==> config.mk <==
export PLATFORM = sky130hd
export DESIGN_NAME = point_link_arbiter_flat
export DESIGN_NICKNAME = d
export VERILOG_FILES = /design/src/rtl/point_link_arbiter_if.sv /design/src/rtl/point_link_arbiter.sv /design/src/flat_wrapper.sv
export SDC_FILE = /design/constraint.sdc
export NUM_CORES = 1
export LEC_CHECK = 0
export ABC_AREA = 1
export CAP_MARGIN = 25
export CORE_ASPECT_RATIO = 0.75
export CORE_UTILIZATION = 30
export CTS_CLUSTER_DIAMETER = 30
export CTS_CLUSTER_SIZE = 20
export DETAILED_ROUTE_END_ITERATION = 12
export MAX_ROUTING_LAYER = met4
export PLACE_DENSITY_LB_ADDON = 0.15
export SYNTH_ARGS = -nofsm -noshare
export SYNTH_HDL_FRONTEND = slang
export SYNTH_SLANG_ARGS = --single-unit
==> constraint.sdc <==
create_clock -name clock -period 1.95 [get_ports clock]
set_input_delay 0.195 -clock clock [delete_from_list [all_inputs] [get_ports clock]]
set_output_delay 0.195 -clock clock [all_outputs]
set_load 0.005 [all_outputs]
==> src/rtl/point_link_arbiter_if.sv <==
// Signal bundle between local requesters, the arbiter and the point master I/O link.
// The arbiter uses the slave view; client logic and the link side use the master view.
interface point_link_arbiter_if #(
    parameter int NUM_REQ = 4,
    parameter int TAG_W   = 2,
    parameter int WIDTH_D = 8
);
    localparam int LW = 1 + TAG_W + WIDTH_D;

    logic [NUM_REQ-1:0]         req;
    logic [NUM_REQ*WIDTH_D-1:0] req_data;
    logic [NUM_REQ-1:0]         gnt;
    logic [NUM_REQ-1:0]         rsp_valid;
    logic [WIDTH_D-1:0]         rsp_data;
    logic                       rsp_err;
    logic                       busy;
    logic [7:0]                 stray_cnt;
    logic [LW-1:0]              link_o;
    logic [LW-1:0]              link_i;

    modport slave (
        input  req, req_data, link_i,
        output gnt, rsp_valid, rsp_data, rsp_err, busy, stray_cnt, link_o
    );

    modport master (
        output req, req_data, link_i,
        input  gnt, rsp_valid, rsp_data, rsp_err, busy, stray_cnt, link_o
    );
endinterface

==> src/rtl/point_link_arbiter.sv <==
// Round-robin arbiter sharing one tagged request/reply link among NUM_REQ requesters,
// with a reply timeout and a saturating counter of discarded inbound words.
module point_link_arbiter #(
    parameter int NUM_REQ = 4,
    parameter int TAG_W   = 2,
    parameter int WIDTH_D = 8,
    parameter int TIMEOUT = 64
) (
    input  logic                  clock,
    input  logic                  reset_n,
    point_link_arbiter_if.slave   bus
);
    localparam int LW = 1 + TAG_W + WIDTH_D;
    localparam int TW = (TIMEOUT > 1) ? $clog2(TIMEOUT) : 1;

    typedef enum logic {IDLE, WAIT} state_t;

    state_t               state_reg, state_next;
    logic [TAG_W-1:0]     cur_reg, cur_next;
    logic [TAG_W-1:0]     last_reg, last_next;
    logic [TW-1:0]        timer_reg, timer_next;
    logic [NUM_REQ-1:0]   gnt_reg, gnt_next;
    logic [NUM_REQ-1:0]   rsp_valid_reg, rsp_valid_next;
    logic [WIDTH_D-1:0]   rsp_data_reg, rsp_data_next;
    logic                 rsp_err_reg, rsp_err_next;
    logic [7:0]           stray_reg, stray_next;
    logic [LW-1:0]        link_o_reg, link_o_next;

    logic [TAG_W-1:0]     winner;
    logic                 found;
    logic                 in_valid;
    logic [TAG_W-1:0]     in_tag;
    logic                 match;
    logic                 stray_in;

    assign in_valid = bus.link_i[LW-1];
    assign in_tag   = bus.link_i[LW-2 -: TAG_W];
    // cur always holds a legal index, so out-of-range tags can never match
    assign match    = (state_reg == WAIT) && in_valid && (in_tag == cur_reg);
    assign stray_in = in_valid && !match;

    // First requester above the last winner, wrapping around
    always_comb begin
        winner = last_reg;
        found  = 1'b0;
        for (int k = 1; k <= NUM_REQ; k++) begin
            if (!found && bus.req[(int'(last_reg) + k) % NUM_REQ]) begin
                winner = TAG_W'((int'(last_reg) + k) % NUM_REQ);
                found  = 1'b1;
            end
        end
    end

    always_comb begin
        state_next     = state_reg;
        cur_next       = cur_reg;
        last_next      = last_reg;
        timer_next     = timer_reg;
        gnt_next       = '0;
        rsp_valid_next = '0;
        rsp_err_next   = 1'b0;
        rsp_data_next  = rsp_data_reg;
        link_o_next    = {1'b0, link_o_reg[LW-2:0]};
        stray_next     = stray_reg;

        if (stray_in && (stray_reg != 8'hFF))
            stray_next = stray_reg + 8'd1;

        case (state_reg)
            IDLE: begin
                if (found) begin
                    gnt_next    = NUM_REQ'(1) << winner;
                    link_o_next = {1'b1, winner, bus.req_data[winner*WIDTH_D +: WIDTH_D]};
                    cur_next    = winner;
                    last_next   = winner;
                    timer_next  = '0;
                    state_next  = WAIT;
                end
            end
            WAIT: begin
                timer_next = timer_reg + TW'(1);
                // A reply landing in the timeout cycle takes precedence
                if (match) begin
                    rsp_valid_next = NUM_REQ'(1) << cur_reg;
                    rsp_data_next  = bus.link_i[WIDTH_D-1:0];
                    state_next     = IDLE;
                end else if ((TIMEOUT != 0) && (timer_reg == TW'(TIMEOUT - 1))) begin
                    rsp_valid_next = NUM_REQ'(1) << cur_reg;
                    rsp_data_next  = '0;
                    rsp_err_next   = 1'b1;
                    state_next     = IDLE;
                end
            end
            default: state_next = IDLE;
        endcase
    end

    always_ff @(posedge clock or negedge reset_n) begin
        if (!reset_n) begin
            state_reg     <= IDLE;
            cur_reg       <= '0;
            last_reg      <= TAG_W'(NUM_REQ - 1);
            timer_reg     <= '0;
            gnt_reg       <= '0;
            rsp_valid_reg <= '0;
            rsp_data_reg  <= '0;
            rsp_err_reg   <= 1'b0;
            stray_reg     <= '0;
            link_o_reg    <= '0;
        end else begin
            state_reg     <= state_next;
            cur_reg       <= cur_next;
            last_reg      <= last_next;
            timer_reg     <= timer_next;
            gnt_reg       <= gnt_next;
            rsp_valid_reg <= rsp_valid_next;
            rsp_data_reg  <= rsp_data_next;
            rsp_err_reg   <= rsp_err_next;
            stray_reg     <= stray_next;
            link_o_reg    <= link_o_next;
        end
    end

    assign bus.gnt       = gnt_reg;
    assign bus.rsp_valid = rsp_valid_reg;
    assign bus.rsp_data  = rsp_data_reg;
    assign bus.rsp_err   = rsp_err_reg;
    assign bus.busy      = (state_reg == WAIT);
    assign bus.stray_cnt = stray_reg;
    assign bus.link_o    = link_o_reg;
endmodule

==> src/flat_wrapper.sv <==
// flat-port wrapper written by rule: the top's interface ports become plain ports
module point_link_arbiter_flat 
#(
    parameter int NUM_REQ = 4,
    parameter int TAG_W   = 2,
    parameter int WIDTH_D = 8,
    parameter int TIMEOUT = 64
)
  (clock, reset_n, bus_req, bus_req_data, bus_link_i, bus_gnt, bus_rsp_valid, bus_rsp_data, bus_rsp_err, bus_busy, bus_stray_cnt, bus_link_o);
  point_link_arbiter_if #(.NUM_REQ(NUM_REQ), .TAG_W(TAG_W), .WIDTH_D(WIDTH_D)) bus_i ();
  input  logic clock;
  input  logic reset_n;
  input wire logic [$bits(bus_i.req)-1:0] bus_req;
  input wire logic [$bits(bus_i.req_data)-1:0] bus_req_data;
  input wire logic [$bits(bus_i.link_i)-1:0] bus_link_i;
  output wire logic [$bits(bus_i.gnt)-1:0] bus_gnt;
  output wire logic [$bits(bus_i.rsp_valid)-1:0] bus_rsp_valid;
  output wire logic [$bits(bus_i.rsp_data)-1:0] bus_rsp_data;
  output wire logic [$bits(bus_i.rsp_err)-1:0] bus_rsp_err;
  output wire logic [$bits(bus_i.busy)-1:0] bus_busy;
  output wire logic [$bits(bus_i.stray_cnt)-1:0] bus_stray_cnt;
  output wire logic [$bits(bus_i.link_o)-1:0] bus_link_o;
  assign bus_i.req = bus_req;
  assign bus_i.req_data = bus_req_data;
  assign bus_i.link_i = bus_link_i;
  assign bus_gnt = bus_i.gnt;
  assign bus_rsp_valid = bus_i.rsp_valid;
  assign bus_rsp_data = bus_i.rsp_data;
  assign bus_rsp_err = bus_i.rsp_err;
  assign bus_busy = bus_i.busy;
  assign bus_stray_cnt = bus_i.stray_cnt;
  assign bus_link_o = bus_i.link_o;
  point_link_arbiter #(.NUM_REQ(NUM_REQ), .TAG_W(TAG_W), .WIDTH_D(WIDTH_D), .TIMEOUT(TIMEOUT)) u_core (.clock(clock), .reset_n(reset_n), .bus(bus_i));
endmodule
* Word-level counts from Yosys, hierarchy flattened
Index checks and enable logic that the tools add are counted. Widths: inputs -> output; s select.
Word-level totals: register bits 47, bits in latches 0, bits in writable memories 0, memory bits (read-only) 0, output and inout port bits 37, logic and storage cells 89, memories kept 0
Operators by class: add/subtract/negate cells 6, multipliers 0, div/mod/pow operators 0, order comparisons 4, eq/ne operators 4, shifts and indexed selects 3, multiplexer cells 38, bitwise gates (word level) 5, reduce and logical (&&, ||, !) cells 18
Operators with widths (count):
- $shiftx 32x6->8 | 1
- $mux 11 | 2
- $mux 4 | 5
- $mux 1 | 18
- $lt 3x4->1 const B | 4
- $mux 8 | 2
- $pmux 6 s2 | 1
- $add 8x1->8 const B | 1
- $bmux 1 s2 | 4
- $mux 2 | 4
- $ne 8x8->1 const B | 1
- $reduce_or 2->1 | 4
- $shl 1x2->4 const A | 2
- $logic_and 1x1->1 | 7
- $add 6x1->6 const B | 1
- $eq 6x6->1 const B | 1
- $mux 6 | 1
- $add 2x1->2 const B | 2
- $add 2x2->2 const B | 2
- $and 1x1->1 const A | 4
- $logic_not 1->1 | 4
- $reduce_and 2->1 | 2
- $eq 2x2->1 | 1
- $ne 2x1->1 const B | 1
- other kinds (3) | 3

* Depth between registers and ports, before layout
word-level depth 19, gate-level depth with buffers 15, gate-level depth less buffers 13

* Worst setup path after synthesis
Ideal clock, no wire load.
path type register to register, from register u_core.last_reg[0], to register u_core.link_o_reg[0] (netlist: u_core.bus.link_o[0]), setup time 0.117 ns, arrival time 1.596 ns, data required time 1.833 ns, setup slack 0.236 ns, cell stages (with the launch flop) 16, buffers on the path 2, period minus slack after synthesis 1.714 ns, cell sequence dfstp_2 > buf_6 > inv_6 > nand2_1 > nand2_2 > nand2_1 > nand2_2 > inv_4 > nand3_2 > clkinv_1 > nand2_1 > nand2_2 > buf_6 > nand2_1 > nand3_1 > nand2_1
On the way: word-level cells in the longest chain between the ends 15, elaborated cells between the ends (all ways) 32, classes of those cells 4 x add/sub; 1 x shift; 20 x mux; 7 x reduce/logical
Ends and longest elaborated chain:
- start: declaration | line point_link_arbiter.sv:20 | logic [TAG_W-1:0] last_reg, last_next;
- start signal: assignment | line point_link_arbiter.sv:102 | last_reg <= TAG_W'(NUM_REQ - 1);
- start signal: assignment | line point_link_arbiter.sv:113 | last_reg <= last_next;
- $add 2x1->2 | line point_link_arbiter.sv:47, point_link_arbiter.sv:48
- $bmux 1 s2 | line point_link_arbiter.sv:47 | if (!found && bus.req[(int'(last_reg) + k) % NUM_REQ]) begin
- $mux 1 (implied by the code) (2 in series) | line point_link_arbiter.sv:47
- $mux 1 | line point_link_arbiter.sv:47
- $logic_not 1->1 | line point_link_arbiter.sv:47
- $logic_and 1x1->1 | line point_link_arbiter.sv:47
- $mux 1 | line point_link_arbiter.sv:47
- $logic_not 1->1 | line point_link_arbiter.sv:47
- $logic_and 1x1->1 | line point_link_arbiter.sv:47
- $mux 1 | line point_link_arbiter.sv:47
- $logic_not 1->1 | line point_link_arbiter.sv:47
- $logic_and 1x1->1 | line point_link_arbiter.sv:47
- $mux 2 or $mux 1 (tied branches) | line point_link_arbiter.sv:47
- $shiftx 32x6->8 or $reduce_and 2->1 (tied branches)
- end signal: assignment | line point_link_arbiter.sv:120 | link_o_reg <= link_o_next;
- end: declaration | line point_link_arbiter.sv:27 | logic [LW-1:0] link_o_reg, link_o_next;
Parallel ways exist; a longest one is shown, timed or not. The select of a mux whose other input is x is not followed. A chain may end at the register's enable or synchronous reset.

* Worst setup path after layout
from register u_core.last_reg[0], to register u_core.link_o_reg[1] (netlist: u_core.bus.link_o[1])
The elaborated chain is that of the path after synthesis.

==> metrics.yaml <==
sta:
  timing.fmax_ghz: 0.517
  setup_viol_count_final: 0
  final.setup.tns_ns: 0
  setup_ws_ns: 0.0173
  hold-worst-slack_ns: 0.427
  grt_setup_unrepaired: "yes"
  fin_worst_skew_ns: 0.00761
  finalCritPeriodShare_pct: 99.1
  slew_violations: 0
  layout_min_cycle_time_ns: 1.93
  tightestPinTransition_ns: 0.557
  finalHoldViolCount: 0
  slew_headroom_pct: 62.9
power:
  clkPwrFrac_pct: 10.0
  power_density_nw_per_um2: 1800
  p_seq_share_pct: 23.0
  p_sw_mw: 3.26
  netSwitchingFraction_pct: 45.4
  pwr-share-comb_pct: 67.0
  internal_power_mw: 3.92
  ir_drop_v: 0.000695
  p_leak_nw: 1.84
  power_mw: 7.18
placement:
  globalplace.congestion: 0.783
  portBuffers: 85
  dpl_cell_area_um2: 3430
  placedCellCount: 484
  pre_cts_slack_ns: -0.0387
  place_hpwl_mm: 4.82
setup_path:
  slowest_delay_ns: 0.64
  startpoint_type: "flip-flop"
  required_ns: 2.13
  worst_path_most_repeated_cell: "nand2_4"
  crit_chain: "inv_8, nand2_4, nand2_4, nand2_4, nand2_4, buf_6, o21bai_4, nand3_4, nand2_4, buf_8, nand3_2, nand3_1, nand2_1"
  cp.arrival_ns: 2.11
  path_max_fanout: 7
  path_class: "reg -> reg"
  end_kind: "flip-flop"
  worst_path_max_delay_cell: "dfstp_2"
cells_and_area:
  fin_util_pct: 52.8
  stdcell_count: 510
  fillers: 699
  drive_gt1_share_pct: 23.0
  areaGrowthSynthToFinish_pct: 65.9
  antenna_cells: 0
  fin_area_um2: 4000
  largest_reg_flops: 10
  nets: 459
synth:
  yosys_warnings: 0
  synth_top_area_share_pct: 44.7
  syn-num-nets: 343
  ys_types: 32
  async_flop_share_pct: 100
  synth-edff-count: 0
  synthTopCellsByArea: "dfrtp_1 45%, nand2_1 13%, nand3_1 9.3%, inv_1 4.4%, nand2_2 3.4%"
  synth.most_common_cell: "nand2_1"
  synth_common_cells: "85 x nand2_1, 45 x nand3_1, 43 x dfrtp_1, 28 x inv_1, 15 x nor2_1"
  ys_seq_area_share_pct: 46.8
  synthesis.area_um2: 2410
  synth_largest_area_cell: "dfrtp_1"
  ys_seq_elements: 45
  syn-instance-count: 292
  yosys_most_used_dff: "dfrtp_1"
  synth.avg_cell_area_um2: 8.25
die:
  fp.dieArea_um2: 8400
  start_util_pct: 31.8
  std_cell_rows: 27
  die_w_um: 105
  io_pins: 86
  core_um2: 7570
  chipHeight_um: 79.6
routing:
  drt-initial-drc-count: 109
  wl_per_cell_um: 13.8
  vias: 2375
  ant_nets: 0
  drc: 0
  wl_mm: 7.04
  via_per_inst: 4.66
  first_pass_iters: 4
clock_network:
  cts_root_buf: "clkbuf_8"
  clk_pin_slew_ns: 0.08
  cts_sinks: 45
  h-tree-depth: 2
  cts_tree: "done"
  clk_path_buf_depth: 2
  insertion_delay_ns: 0.29
  numCtsBuffers: 5
global_routing:
  grt_antenna_before_repair: 0
  grt_max_degree: 24
  overflow: 0
  first_global_vias: 2107
  grt_util_all_layers_pct: 15.7
  grt_pass1_wl_mm: 10.0
outcome:
  run_status: "finished, final reports clean"
worst_hold_path:
  hp-class: "in -> async"
flow_run:
  maxCapViolCount: 0
-- layer usage --
| layer | vias to the layer above | wire length [µm] | track usage (%) |
|---|---|---|---|
| li1 | 1191 | - | - |
| met1 | 1106 | 3680 | 23.1 |
| met2 | 70 | 2930 | 22.4 |
| met3 | 8 | 375 | 3.43 |
| met4 | 0 | 51 | 2.50 |
| met5 | - | 0 | - |
-- placed cells by master (no fill, tap or decap), types with 3 or more instances in the layout --
master | Yosys | routed
xor2_1 | 4 | 4
clkdlybuf4s50_1 | 0 | 84
buf_6 | 3 | 4
nor2_1 | 15 | 14
nand2_1 | 85 | 71
nand2_8 | 0 | 6
nand2_4 | 5 | 15
clkbuf_8 | 0 | 6
a21oi_1 | 4 | 3
nand3_1 | 45 | 35
nor3_1 | 5 | 5
inv_2 | 1 | 3
nand3_2 | 1 | 8
dfrtp_1 | 43 | 43
a32o_1 | 8 | 8
inv_1 | 28 | 27
xnor2_1 | 4 | 4
nand2_2 | 13 | 14
nand3_4 | 2 | 7
buf_4 | 1 | 17
o21ai_0 | 8 | 7
-- cell families after synthesis --
| family | synth area share (%) |
|---|---|
| buf+inv | 7.22 |
| flops | 46.8 |
| fa+ha+maj | 1.04 |
| xor+xnor | 2.91 |
| mux | 0.467 |
| simple gates | 34.6 |
| compound gates | 6.96 |
-- power by group through the flow --
stage          logic (mW)  registers [mW]  clock network, mW
3_3_place_gp         3.24            1.66                  0
2_1_floorplan        2.08            1.60                  0
6_report             4.82            1.65              0.720
4_1_cts              3.29            1.65              0.742
5_1_grt              5.23            1.70              0.779
3_5_place_dp         3.25            1.66                  0
-- timing repair --
action,CTS,global route
hold endpoints to repair,20,0
setup endpoints to repair,2,16
pin swaps,0,26
hold buffers,1,0
gates resized for setup,2,67
gates cloned,0,5
buffers inserted,0,12
-- worst paths after layout --
| kind | start | to | slack, ns | cells past startpoint |
|---|---|---|---|---|
| min in group clock | u_core.timer_reg[5] | u_core.timer_reg[5] | 0.50 | 1 |
| worst max-delay path | u_core.last_reg[0] | u_core.bus.link_o[1] | 0.02 | 13 |
| worst min register to register | u_core.timer_reg[5] | u_core.timer_reg[5] | 0.50 | 1 |
| worst max register to register | u_core.last_reg[0] | u_core.bus.link_o[1] | 0.02 | 13 |
| max in group asynchronous | reset_n | u_core.timer_reg[5] | 1.01 | 3 |
| worst min-delay path | reset_n | u_core.bus.rsp_data[7] | 0.43 | 2 |
-- critical path, delay by kind of cell (launching register included) --
kind                   cells  cell delay (ns)
DFF                        1             0.64
and+or+nand+nor            9             0.68
buffers and inverters      3             0.33
AOI/OAI and AO/OA          1             0.17
-- layout make-up --
class	count	area (µm²)	area share (%)
repair buffers	109	1060	26.6
flip-flops and latches	45	1130	28.2
clock inverters	1	30.0	0.751
well taps	101	126	3.16
inverters	32	140	3.50
multi-input cells	215	1420	35.6
clock buffers	7	86.3	2.16
Note: power is estimated with default switching activity, not from simulation.
